$ cat src/rtl/bsg_two_fifo_pkg.sv
// bsg_two_fifo_pkg: shared depth constant and pointer type for the two-entry FIFO
package bsg_two_fifo_pkg;
    localparam int depth_lp = 2;
    typedef logic ptr_t;
endpackage

$ cat src/rtl/bsg_two_fifo_mem.sv
// bsg_two_fifo_mem: 2 x width_p storage, synchronous write port, asynchronous read port
module bsg_two_fifo_mem
    import bsg_two_fifo_pkg::*;
#(
    parameter int width_p = 16
) (
    input  logic               clk_i,
    input  logic               reset_i,
    input  logic               w_v_i,
    input  ptr_t               w_addr_i,
    input  logic [width_p-1:0] w_data_i,
    input  ptr_t               r_addr_i,
    output logic [width_p-1:0] r_data_o
);
    logic [width_p-1:0] mem_r [depth_lp];

    // clear both slots on reset, otherwise write the addressed slot on request
    always_ff @(posedge clk_i or posedge reset_i) begin
        if (reset_i) begin
            for (int k = 0; k < depth_lp; k++) mem_r[k] <= '0;
        end else if (w_v_i) begin
            mem_r[w_addr_i] <= w_data_i;
        end
    end

    assign r_data_o = mem_r[r_addr_i];
endmodule

$ cat src/rtl/bsg_two_fifo.sv
// bsg_two_fifo: two-entry registered FIFO; define BSG_TWO_FIFO_ASSERT_EN for protocol assertions and verbose_p logging
module bsg_two_fifo
    import bsg_two_fifo_pkg::*;
#(
    parameter int width_p                 = 16,
    parameter int verbose_p               = 0,
    parameter int allow_enq_deq_on_full_p = 0,
    parameter int ready_THEN_valid_p      = allow_enq_deq_on_full_p
) (
    input  logic               clk_i,
    input  logic               reset_i,
    output logic               ready_param_o,
    input  logic [width_p-1:0] data_i,
    input  logic               v_i,
    output logic               v_o,
    output logic [width_p-1:0] data_o,
    input  logic               yumi_i
);
    ptr_t head_r, tail_r;
    logic empty_r, full_r, enq, deq;

    assign ready_param_o = (allow_enq_deq_on_full_p != 0) ? (~full_r | yumi_i) : ~full_r;
    assign enq           = (ready_THEN_valid_p != 0) ? v_i : (v_i & ready_param_o);
    assign deq           = yumi_i;
    assign v_o           = ~empty_r;

    bsg_two_fifo_mem #(.width_p(width_p)) mem (
        .clk_i    (clk_i),
        .reset_i  (reset_i),
        .w_v_i    (enq),
        .w_addr_i (tail_r),
        .w_data_i (data_i),
        .r_addr_i (head_r),
        .r_data_o (data_o)
    );

    // pointers advance per transfer; flags change only when exactly one side moves
    always_ff @(posedge clk_i or posedge reset_i) begin
        if (reset_i) begin
            head_r  <= 1'b0;
            tail_r  <= 1'b0;
            empty_r <= 1'b1;
            full_r  <= 1'b0;
        end else begin
            if (enq) tail_r <= ~tail_r;
            if (deq) head_r <= ~head_r;
            if (enq & ~deq) begin
                empty_r <= 1'b0;
                full_r  <= ~empty_r;
            end else if (deq & ~enq) begin
                full_r  <= 1'b0;
                empty_r <= ~full_r;
            end
        end
    end

`ifdef BSG_TWO_FIFO_ASSERT_EN
    // flag dequeue from empty and enqueue into a full FIFO that is not being drained
    always_ff @(posedge clk_i) begin
        if (!reset_i) begin
            assert (!(yumi_i && empty_r)) else $error("bsg_two_fifo: yumi_i while empty");
            assert (!(enq && full_r && !(allow_enq_deq_on_full_p != 0 && yumi_i)))
                else $error("bsg_two_fifo: enqueue while full");
        end
    end

    // optional event log of every transfer
    always_ff @(posedge clk_i) begin
        if (!reset_i && verbose_p != 0) begin
            if (enq) $display("%m: enq %h", data_i);
            if (deq) $display("%m: deq %h", data_o);
        end
    end
`else
    if (verbose_p != 0) begin : g_verbose_off
    end
`endif
endmodule

$ cat config.mk
export PLATFORM = sky130hd
export DESIGN_NAME = bsg_two_fifo
export DESIGN_NICKNAME = d
export VERILOG_FILES = /design/src/rtl/bsg_two_fifo_pkg.sv /design/src/rtl/bsg_two_fifo_mem.sv /design/src/rtl/bsg_two_fifo.sv
export SDC_FILE = /design/constraint.sdc
export NUM_CORES = 1
export LEC_CHECK = 0
export CORE_ASPECT_RATIO = 1.1
export CORE_MARGIN = 4
export CORE_UTILIZATION = 55
export DETAILED_ROUTE_END_ITERATION = 8
export DONT_BUFFER_PORTS = 1
export MAX_ROUTING_LAYER = met4
export PLACE_DENSITY = 0.77
export SYNTH_ARGS = -nofsm -noshare
export SYNTH_HDL_FRONTEND = slang
export SYNTH_SLANG_ARGS = --single-unit
$ cat constraint.sdc
create_clock -name clk_i -period 1.3 [get_ports clk_i]
set_input_delay 0.325 -clock clk_i [delete_from_list [all_inputs] [get_ports clk_i]]
set_output_delay 0.325 -clock clk_i [all_outputs]
set_load 0.02 [all_outputs]
==> impl_metrics.ini <==
[floorplanning]
ios = 38
rows = 20
die-area_um2 = 3810
die_h_um = 64.3
core_region_area_um2 = 2750
fp.dieW_um = 59.2
start_util_pct = 57.6

[clocking]
cts_root_buf = clkbuf_4
tritoncts = done
cts.htree.levels = 2
clk_latency_ns = 0.32
numCtsBuffers = 5
clk_pin_slew_worst_paths_ns = 0.10
clock_path_buffers = 2
clock-sinks = 36

[finish]
stdcell_area_um2 = 1960
num_antenna_cells = 0
finalNonFillerCells = 153
nNetsFinal = 140
drive_gt1_share_pct = 63.3
layout_common_cells = 34 x dfrtp_1, 32 x mux2_4, 16 x mux2_2, 6 x buf_4, 5 x clkbuf_4
layout_commonest_cell = dfrtp_1
synthToLayoutAreaGrowth_pct = 23.8

[sta]
min_period_ns = 1.57
slew_headroom_pct = 81.1
layout_setup_ws_ns = -0.275
timing.final.crit_share_pct = 121
grt_setup_unrepaired = true
slew_violations = 0
tightest_slew_ns = 0.283
final-hold-violation-count = 0
finalSetupViolCount = 33
max_freq_mhz = 635
finalClockSkew_ns = 0.00273

[detailed_routing]
firstDrtPassIters = 3
dr.first_iter.drc_count = 23
ant_nets = 0
via_per_inst = 5.74
wl_um = 2960
drc = 0
wire_per_inst_um = 19.3
routed-via-count = 878

[place]
place_ws_ns = -0.0368
port_buffers = 0
place_area_um2 = 1690
gp_congestion = 0.676
dp.cells = 140
dpl.hpwl_um = 1990

[worst_setup_path]
startpoint_type = flop
r2r_slack_ns = -0.07
r2r_start = full_r
timing.rr.end = mem.mem_r[25]
crit_path_end_kind = output port
reg2reg_depth = 3
path_max_fanout = 13
critPathArrivalTime_ns = 1.25
critPathRequiredTime_ns = 0.98
worst-setup-path-type = reg -> out

[global_route]
grt.total_usage_pct = 18.2
grt.overflow.total = 0
grt_antenna_before_repair = 0
grt_max_degree = 37
grt_pass1_vias = 1025
grt_pass1_wl_um = 5020

[yosys]
synth_cell_types = 16
yosysSeqAreaShare_pct = 56.9
synth_top_area_share_pct = 55.2
synth_fp_nets = 123
synth_top_area_cell = dfrtp_1
syn_area_um2 = 1590
synth.area.top_cells = dfrtp_1 55%, mux2_2 34%, dfstp_2 1.7%
syn_inst = 102
ys_ff_latch = 36
yosys_warnings = 0
avgSynthCellArea_um2 = 15.5

[run]
drv_cap = 0

[hold_path]
whs_path_depth = 1
hold_class = in -> reg
holdPathEnd = head_r
hold_path.startpoint = yumi_i

[power]
p_leak_uw = 0.000932
p_per_area_nw_per_um2 = 2750
vdd_drop_max_v = 0.00147
finalPower_uw = 5400

[outcome]
violations = negative setup slack
status = finished with violations
[routing by layer]
layer,part of all wire (%),up-vias,GRT usage [%]
met2,52,24,28.1
met3,6.6,2,6.06
li1,-,395,-
met4,0.68,0,5.95
met1,41,457,22.3
met5,0,-,-
[synth_stat cells, drive strengths merged]
cell type and number:
nor2b 1, dfstp 1, ha 1, inv 4
a22o 1, mux2 48, nand3b 1, xor2 2
nor3b 1, nor2 1, o31ai 1, nand2 1
dfrtp 35, buf 4
[report_power, final]
| group | total, uW | switching (uW) | internal (uW) |
|---|---|---|---|
| logic | 2780 | 1240 | 1540 |
| clock network | 601 | 334 | 267 |
| registers | 2020 | 334 | 1690 |
[worst max-delay path by stage]
stage	start	to	slack [ns]	cells past startpoint
after CTS	head_r	data_o[14]	-0.30	2
after global routing	head_r	data_o[14]	-0.36	2
final	head_r	data_o[14]	-0.27	2
after global placement	full_r	mem.mem_r[31]	0.03	3
after floorplan	full_r	mem.mem_r[16]	-0.10	3
after detailed placement	full_r	mem.mem_r[20]	-0.04	3
[logic make-up after synthesis]
logic type	count (synthesis)	synth area share, %
muxes	48	34.1
xor gates and xnor gates	2	1.11
AOI/OAI and AO/OA	2	1.03
adders and majority gates	1	0.789
and+or+nand+nor	5	3.31
DFF	36	56.9
buffers and inverters	8	2.76
[layout make-up]
cell class	instances	area [um2]
tap	33	41.3
inverter	4	20.0
multi-input combinational	59	800
sequential	36	903
clock buffer	8	58.8
fill	198	790
timing repair buffer	13	140
[state kept, by name (all words and copies together) (netlist names)]
register and flops:
empty_r 1, full_r 1, head_r 1, mem.mem_r 32
tail_r 1
[what timing repair did]
item | in CTS | in global routing
endpoints found under the hold margin | 35 | 0
hold buffers | 1 | 0
pin swaps | 1 | 1
setup buffers | 1 | 2
resized for setup | 43 | 2
endpoints found under the setup margin | 35 | 51
gates cloned | 0 | 1
[worst max-delay path: stages, from the launching register on]
cell	delay (ns)
dfrtp_1	0.40
buf_12	0.18
mux2_4	0.35
[through the flow]
stage	TNS (ns)	util (%)	hold slack (ns)
2_1_floorplan	-1.05	-	0.412
3_3_place_gp	0	61.4	0.278
3_5_place_dp	-0.408	61.4	0.280
4_1_cts	-5.33	69.6	0.0730
5_1_grt	-7.09	71.3	0.0653
6_report	-5.37	71.3	0.0868
Note: power is estimated with default switching activity, not from simulation.
